===== src/rtl/sram_mem_controller.sv =====
// MEM-stage controller: 32-bit LDR/STR as two half-word phases on a 16-bit SRAM.
// Optional last-read-hit bypass enabled by defining SRAM_LAST_READ_HIT_EN.
module sram_mem_controller #(
  parameter logic [31:0] ADDR_BASE     = 32'd1024,
  parameter int unsigned SRAM_AW       = 18,
  parameter int unsigned ACCESS_CYCLES = 2
) (
  input  logic               clk,
  input  logic               rst,
  input  logic               mem_r_en,
  input  logic               mem_w_en,
  input  logic [31:0]        alu_res,
  input  logic [31:0]        st_val,
  output logic               ready,
  output logic [31:0]        read_data,
  output logic [SRAM_AW-1:0] sram_addr,
  output logic [15:0]        sram_dq_o,
  input  logic [15:0]        sram_dq_i,
  output logic               sram_dq_oe,
  output logic               sram_we_n
);

  localparam int unsigned WI_W  = SRAM_AW - 1;
  localparam int unsigned CNT_W = $clog2(ACCESS_CYCLES);
  localparam logic [CNT_W-1:0] CNT_LAST = CNT_W'(ACCESS_CYCLES - 1);

  typedef enum logic [1:0] {IDLE, LOW, HIGH, DONE} state_t;

  state_t           state, state_d;
  logic [CNT_W-1:0] cnt, cnt_d;
  logic             is_store;
  logic [WI_W-1:0]  widx_q;
  logic [31:0]      st_q;
  logic [15:0]      rd_lo;

  logic             req;
  logic             hit;
  logic [WI_W-1:0]  widx;
  logic             nx_store;
  logic [WI_W-1:0]  nx_widx;
  logic [31:0]      nx_st;
  logic             rd_lo_end;
  logic             rd_hi_end;

  // Word index of the incoming address; wraps modulo the SRAM size.
  assign widx = WI_W'((alu_res - ADDR_BASE) >> 2);
  assign req  = mem_r_en | mem_w_en;

  assign rd_lo_end = (state == LOW)  && (cnt == CNT_LAST) && !is_store;
  assign rd_hi_end = (state == HIGH) && (cnt == CNT_LAST) && !is_store;

`ifdef SRAM_LAST_READ_HIT_EN
  logic            tag_valid;
  logic [WI_W-1:0] tag;

  assign hit = mem_r_en && !mem_w_en && tag_valid && (tag == widx);

  // One-entry tag of the last completed load; a store to that word invalidates it.
  always_ff @(posedge clk or negedge rst) begin
    if (!rst) begin
      tag_valid <= 1'b0;
      tag       <= '0;
    end else if (rd_hi_end) begin
      tag_valid <= 1'b1;
      tag       <= widx_q;
    end else if ((state == IDLE) && mem_w_en && (widx == tag)) begin
      tag_valid <= 1'b0;
    end
  end
`else
  assign hit = 1'b0;
`endif

  assign ready = (state == DONE) || ((state == IDLE) && !req);

  // Next state / counter, plus the request view seen by the next cycle's bus outputs.
  always_comb begin
    state_d  = state;
    cnt_d    = cnt;
    nx_store = is_store;
    nx_widx  = widx_q;
    nx_st    = st_q;
    case (state)
      IDLE: begin
        nx_store = mem_w_en;
        nx_widx  = widx;
        nx_st    = st_val;
        if (req) begin
          state_d = hit ? DONE : LOW;
          cnt_d   = '0;
        end
      end
      LOW: begin
        if (cnt == CNT_LAST) begin
          state_d = HIGH;
          cnt_d   = '0;
        end else begin
          cnt_d = cnt + CNT_W'(1);
        end
      end
      HIGH: begin
        if (cnt == CNT_LAST) begin
          state_d = DONE;
          cnt_d   = '0;
        end else begin
          cnt_d = cnt + CNT_W'(1);
        end
      end
      DONE:    state_d = IDLE;
      default: state_d = IDLE;
    endcase
  end

  // State, latched request and registered SRAM bus; first cycle of a phase is write setup.
  always_ff @(posedge clk or negedge rst) begin
    if (!rst) begin
      state      <= IDLE;
      cnt        <= '0;
      is_store   <= 1'b0;
      widx_q     <= '0;
      st_q       <= '0;
      rd_lo      <= '0;
      read_data  <= '0;
      sram_addr  <= '0;
      sram_dq_o  <= '0;
      sram_dq_oe <= 1'b0;
      sram_we_n  <= 1'b1;
    end else begin
      state <= state_d;
      cnt   <= cnt_d;
      if ((state == IDLE) && req) begin
        is_store <= mem_w_en;
        widx_q   <= widx;
        st_q     <= st_val;
      end
      if (rd_lo_end) rd_lo <= sram_dq_i;
      if (rd_hi_end) read_data <= {sram_dq_i, rd_lo};
      case (state_d)
        LOW: begin
          sram_addr  <= {nx_widx, 1'b0};
          sram_dq_o  <= nx_st[15:0];
          sram_dq_oe <= nx_store;
          sram_we_n  <= !(nx_store && (cnt_d != '0));
        end
        HIGH: begin
          sram_addr  <= {nx_widx, 1'b1};
          sram_dq_o  <= nx_st[31:16];
          sram_dq_oe <= nx_store;
          sram_we_n  <= !(nx_store && (cnt_d != '0));
        end
        default: begin
          sram_addr  <= '0;
          sram_dq_o  <= '0;
          sram_dq_oe <= 1'b0;
          sram_we_n  <= 1'b1;
        end
      endcase
    end
  end

endmodule


===== config.mk =====
export PLATFORM = sky130hd
export DESIGN_NAME = sram_mem_controller
export DESIGN_NICKNAME = d
export VERILOG_FILES = /design/src/rtl/sram_mem_controller.sv
export SDC_FILE = /design/constraint.sdc
export NUM_CORES = 1
export LEC_CHECK = 0
export CORE_AREA = 4 4 118 120
export CTS_BUF_LIST = sky130_fd_sc_hd__clkbuf_8
export DETAILED_ROUTE_END_ITERATION = 8
export DIE_AREA = 0 0 122 124
export PLACE_DENSITY = 0.77
export SLEW_MARGIN = 20
export SYNTH_ARGS = -nofsm -noshare
export SYNTH_HDL_FRONTEND = slang
export SYNTH_SLANG_ARGS = --single-unit

===== constraint.sdc =====
create_clock -name clk -period 3.3 [get_ports clk]
set_input_delay 0.33 -clock clk [delete_from_list [all_inputs] [get_ports clk]]
set_output_delay 0.33 -clock clk [all_outputs]
set_load 0.02 [all_outputs]

==> reports/metrics.yaml <==
outcome:
  run_status: "completed"
die:
  die_height_um: 124
  die_x_um: 122
  start_util: 0.446
  dieArea_sq_um: 15100
  num_rows: 42
  ioPinCount: 153
  core_area_sq_um: 13000
synth:
  ys_ff_latch: 137
  yosysTopAreaCellShare: 0.588
  synthDistinctLibCells: 37
  syn_inst: 505
  synth_compound_area_frac: 0.0616
  yosysMostFrequentCell: "dfrtp_1"
  syn-num-nets: 597
  yosys_warnings: 0
  synthTopCellsByCount: "136 x dfrtp_1, 128 x nand2_1, 59 x mux2_2"
  postSynthAreaPerCell_sq_um: 11.5
  synthXorXnorAreaFrac: 0.00454
  synthAdderAreaFrac: 0.0173
  ys_seq_area_frac: 0.593
  synthFlopType: "dfrtp_1"
  synth_edf_count: 0
  synth_top_family_by_area: "multiplexers"
  syn-cell-area_sq_um: 5780
  synth.area.top_cells: "dfrtp_1 59%, mux2_2 11%, nand2_1 8.3%"
  yosys.area_share.simple: 0.127
  synth.area.mux_share: 0.173
  yosysTopAreaCell: "dfrtp_1"
  synth-async-reset-ratio: 1.00
sta:
  post-route-min-period_ns: 2.68
  clock.fmax_mhz: 373
  finClkSkew_ns: 0.00703
  finalSetupTns_ns: 0
  setup-violations-final: 0
  rsz0062_at_grt: "false"
  slew_viol_final: 0
  tightestPinTransition_ns: 0.736
  hold_viol_final: 0
  period_share: 0.813
  relSlewSlack: 0.508
placement:
  dpl.cell_count: 801
  gp_congestion: 0.842
  hpwlAfterDp_mm: 8.96
  dpl_cell_area_sq_um: 7370
  io_buffers: 137
layout:
  area_growth_pct: 34.1
  register_area_sq_um: 3430
  fin_util: 0.598
  postLayoutCellArea_sq_um: 7760
  multi_input_area_sq_um: 2230
  drive_above_1_share: 0.169
  nets: 737
  fin_cells: 833
  diodes: 0
  fillers: 1077
clock_tree:
  cts-root-buf: "clkbuf_8"
  clkTransAtPathRegs_ns: 0.07
  clk_latency_ns: 0.43
  h-tree-depth: 4
  cts.sink_count: 137
  postCtsSetupRepairBufs: 0
  ctsHoldBuffers: 1
  numCtsBuffers: 17
  post_cts_resized: 0
  clk_path_buf_depth: 2
  cts_tree: "yes"
global_route:
  grt_pass1_wl_mm: 21.0
  grt_max_degree: 82
  grt_pass1_vias: 4411
  grt_antenna_before_repair: 0
  grt_use_total: 0.179
  overflow: 0
critical_path:
  ff2ff_path_depth: 9
  cp.required_ns: 2.97
  path_cells: "inv_1, ha_2, nor3b_1, or2_2, clkdlybuf4s50_1"
  worstSetupStartpointType: "flop"
  arrival_ns: 2.35
  cp_slowest_stage_delay_ns: 0.63
  critical_path.endpoint_type: "primary output"
  ff2ff_setup_slack_ns: 1.00
  critical_path_class: "reg2out"
  rr_startpoint: "state[0]"
  cp_slowest_cell: "clkdlybuf4s50_1"
  worst-path-max-fanout: 9
  timing.rr.end: "sram_addr[16]"
routing:
  num_vias: 4195
  routedWlPerCell_um: 15.6
  routed_wirelength_mm: 13.0
  postRouteAntennaNets: 0
  drcViolationCount: 0
  drt-initial-drc-count: 237
  vias_per_cell: 5.04
  dr.pass1.iters: 4
flow_run:
  cap_violations: 0
worst_hold_path:
  hold-path-cell-count: 3
  hold_start: "st_val[22]"
  min_to: "st_q[22]"
  hold_class: "in2reg"
pwr:
  power_density_nw_per_um2: 971
  p_leak_nw: 3.51
  vdd_ir_drop_max_mv: 0.450
worst max path at each step:
| stage | startpoint | end | slack, ns |
|---|---|---|---|
| after floorplan | state[1] | sram_addr[1] | 0.58 |
| after global placement | mem_w_en | sram_addr[15] | 0.85 |
| after detailed placement | mem_w_en | sram_addr[16] | 0.76 |
| after CTS | state[0] | ready | 0.60 |
| after global routing | state[0] | ready | 0.55 |
| final | state[0] | ready | 0.62 |
metrics by stage:
step	hold slack [ns]	power, mW	setup slack, ns
floorplan	0.0344	4.93	0.580
global placement	0.410	6.12	0.852
detailed placement	0.429	6.29	0.764
CTS	0.412	7.63	0.596
global route	0.422	8.08	0.547
finish	0.444	7.53	0.615
per-layer routing:
layer / vias to the layer above / routed length (um) / share of wire / GRT usage
li1: 1978 / - / - / -
met1: 2055 / 5540 / 0.43 / 0.221
met2: 144 / 6500 / 0.50 / 0.294
met3: 18 / 767 / 0.059 / 0.0513
met4: 0 / 154 / 0.012 / 0.0812
met5: - / 0 / 0 / 0
area by class of cell:
| cell class | count | area share |
|---|---|---|
| Multi-Input combinational cell | 335 | 0.288 |
| Clock buffer | 20 | 0.0355 |
| Sequential cell | 137 | 0.442 |
| Timing Repair Buffer | 149 | 0.190 |
| Clock inverter | 11 | 0.0135 |
| Inverter | 5 | 0.00242 |
| Tap cell | 176 | 0.0284 |
critical path: cells and delay by family (launching register included):
kind	cells	cell delay, ns
adders and majority gates	1	0.30
and+or+nand+nor	2	0.46
buffers and inverters	2	0.74
DFF	1	0.42
cell families (layout without fill, tap and decap cells):
| logic type | count (synthesis) | in the layout |
|---|---|---|
| fa+ha+maj | 8 | 8 |
| mux | 90 | 90 |
| compound gates | 55 | 55 |
| xor+xnor | 3 | 3 |
| simple gates | 179 | 179 |
| flops | 137 | 137 |
| buf+inv | 33 | 185 |
sequential cells by signal, summed over array words and instances (netlist names):
register and flops:
read_data 32, st_q 32, sram_addr 18, widx_q 17, rd_lo 16, sram_dq_o 16
state 2, cnt 1, is_store 1, sram_dq_oe 1, sram_we_n 1
power by group:
part	total [mW]	internal [mW]	switching, mW
clock network	1.31	0.713	0.596
registers	2.76	2.41	0.350
logic	3.46	1.62	1.85
total	7.53	4.74	2.79
placed cells by master (no fill, tap or decap), types with 2 or more instances in the layout:
cell / netlist / layout
nor3_1: 3 / 3
mux2_1: 21 / 21
nand2_1: 128 / 128
xnor2_1: 2 / 2
o31ai_1: 2 / 2
clkinv_2: 0 / 6
a31oi_1: 8 / 8
ha_1: 8 / 7
bufinv_16: 0 / 2
dfrtp_1: 136 / 136
inv_1: 4 / 6
clkbuf_8: 0 / 20
o21a_1: 3 / 2
nor3b_1: 2 / 2
clkdlybuf4s50_1: 0 / 136
or3_1: 2 / 2
a21oi_1: 4 / 4
mux2_2: 59 / 59
a22oi_1: 16 / 16
o21ai_0: 9 / 9
a211oi_1: 2 / 2
nor2b_1: 2 / 2
o21ai_1: 7 / 6
buf_4: 0 / 10
or4_4: 2 / 2
mux2i_1: 10 / 10
nor2_1: 35 / 35
(Power assumes the default switching activity.)
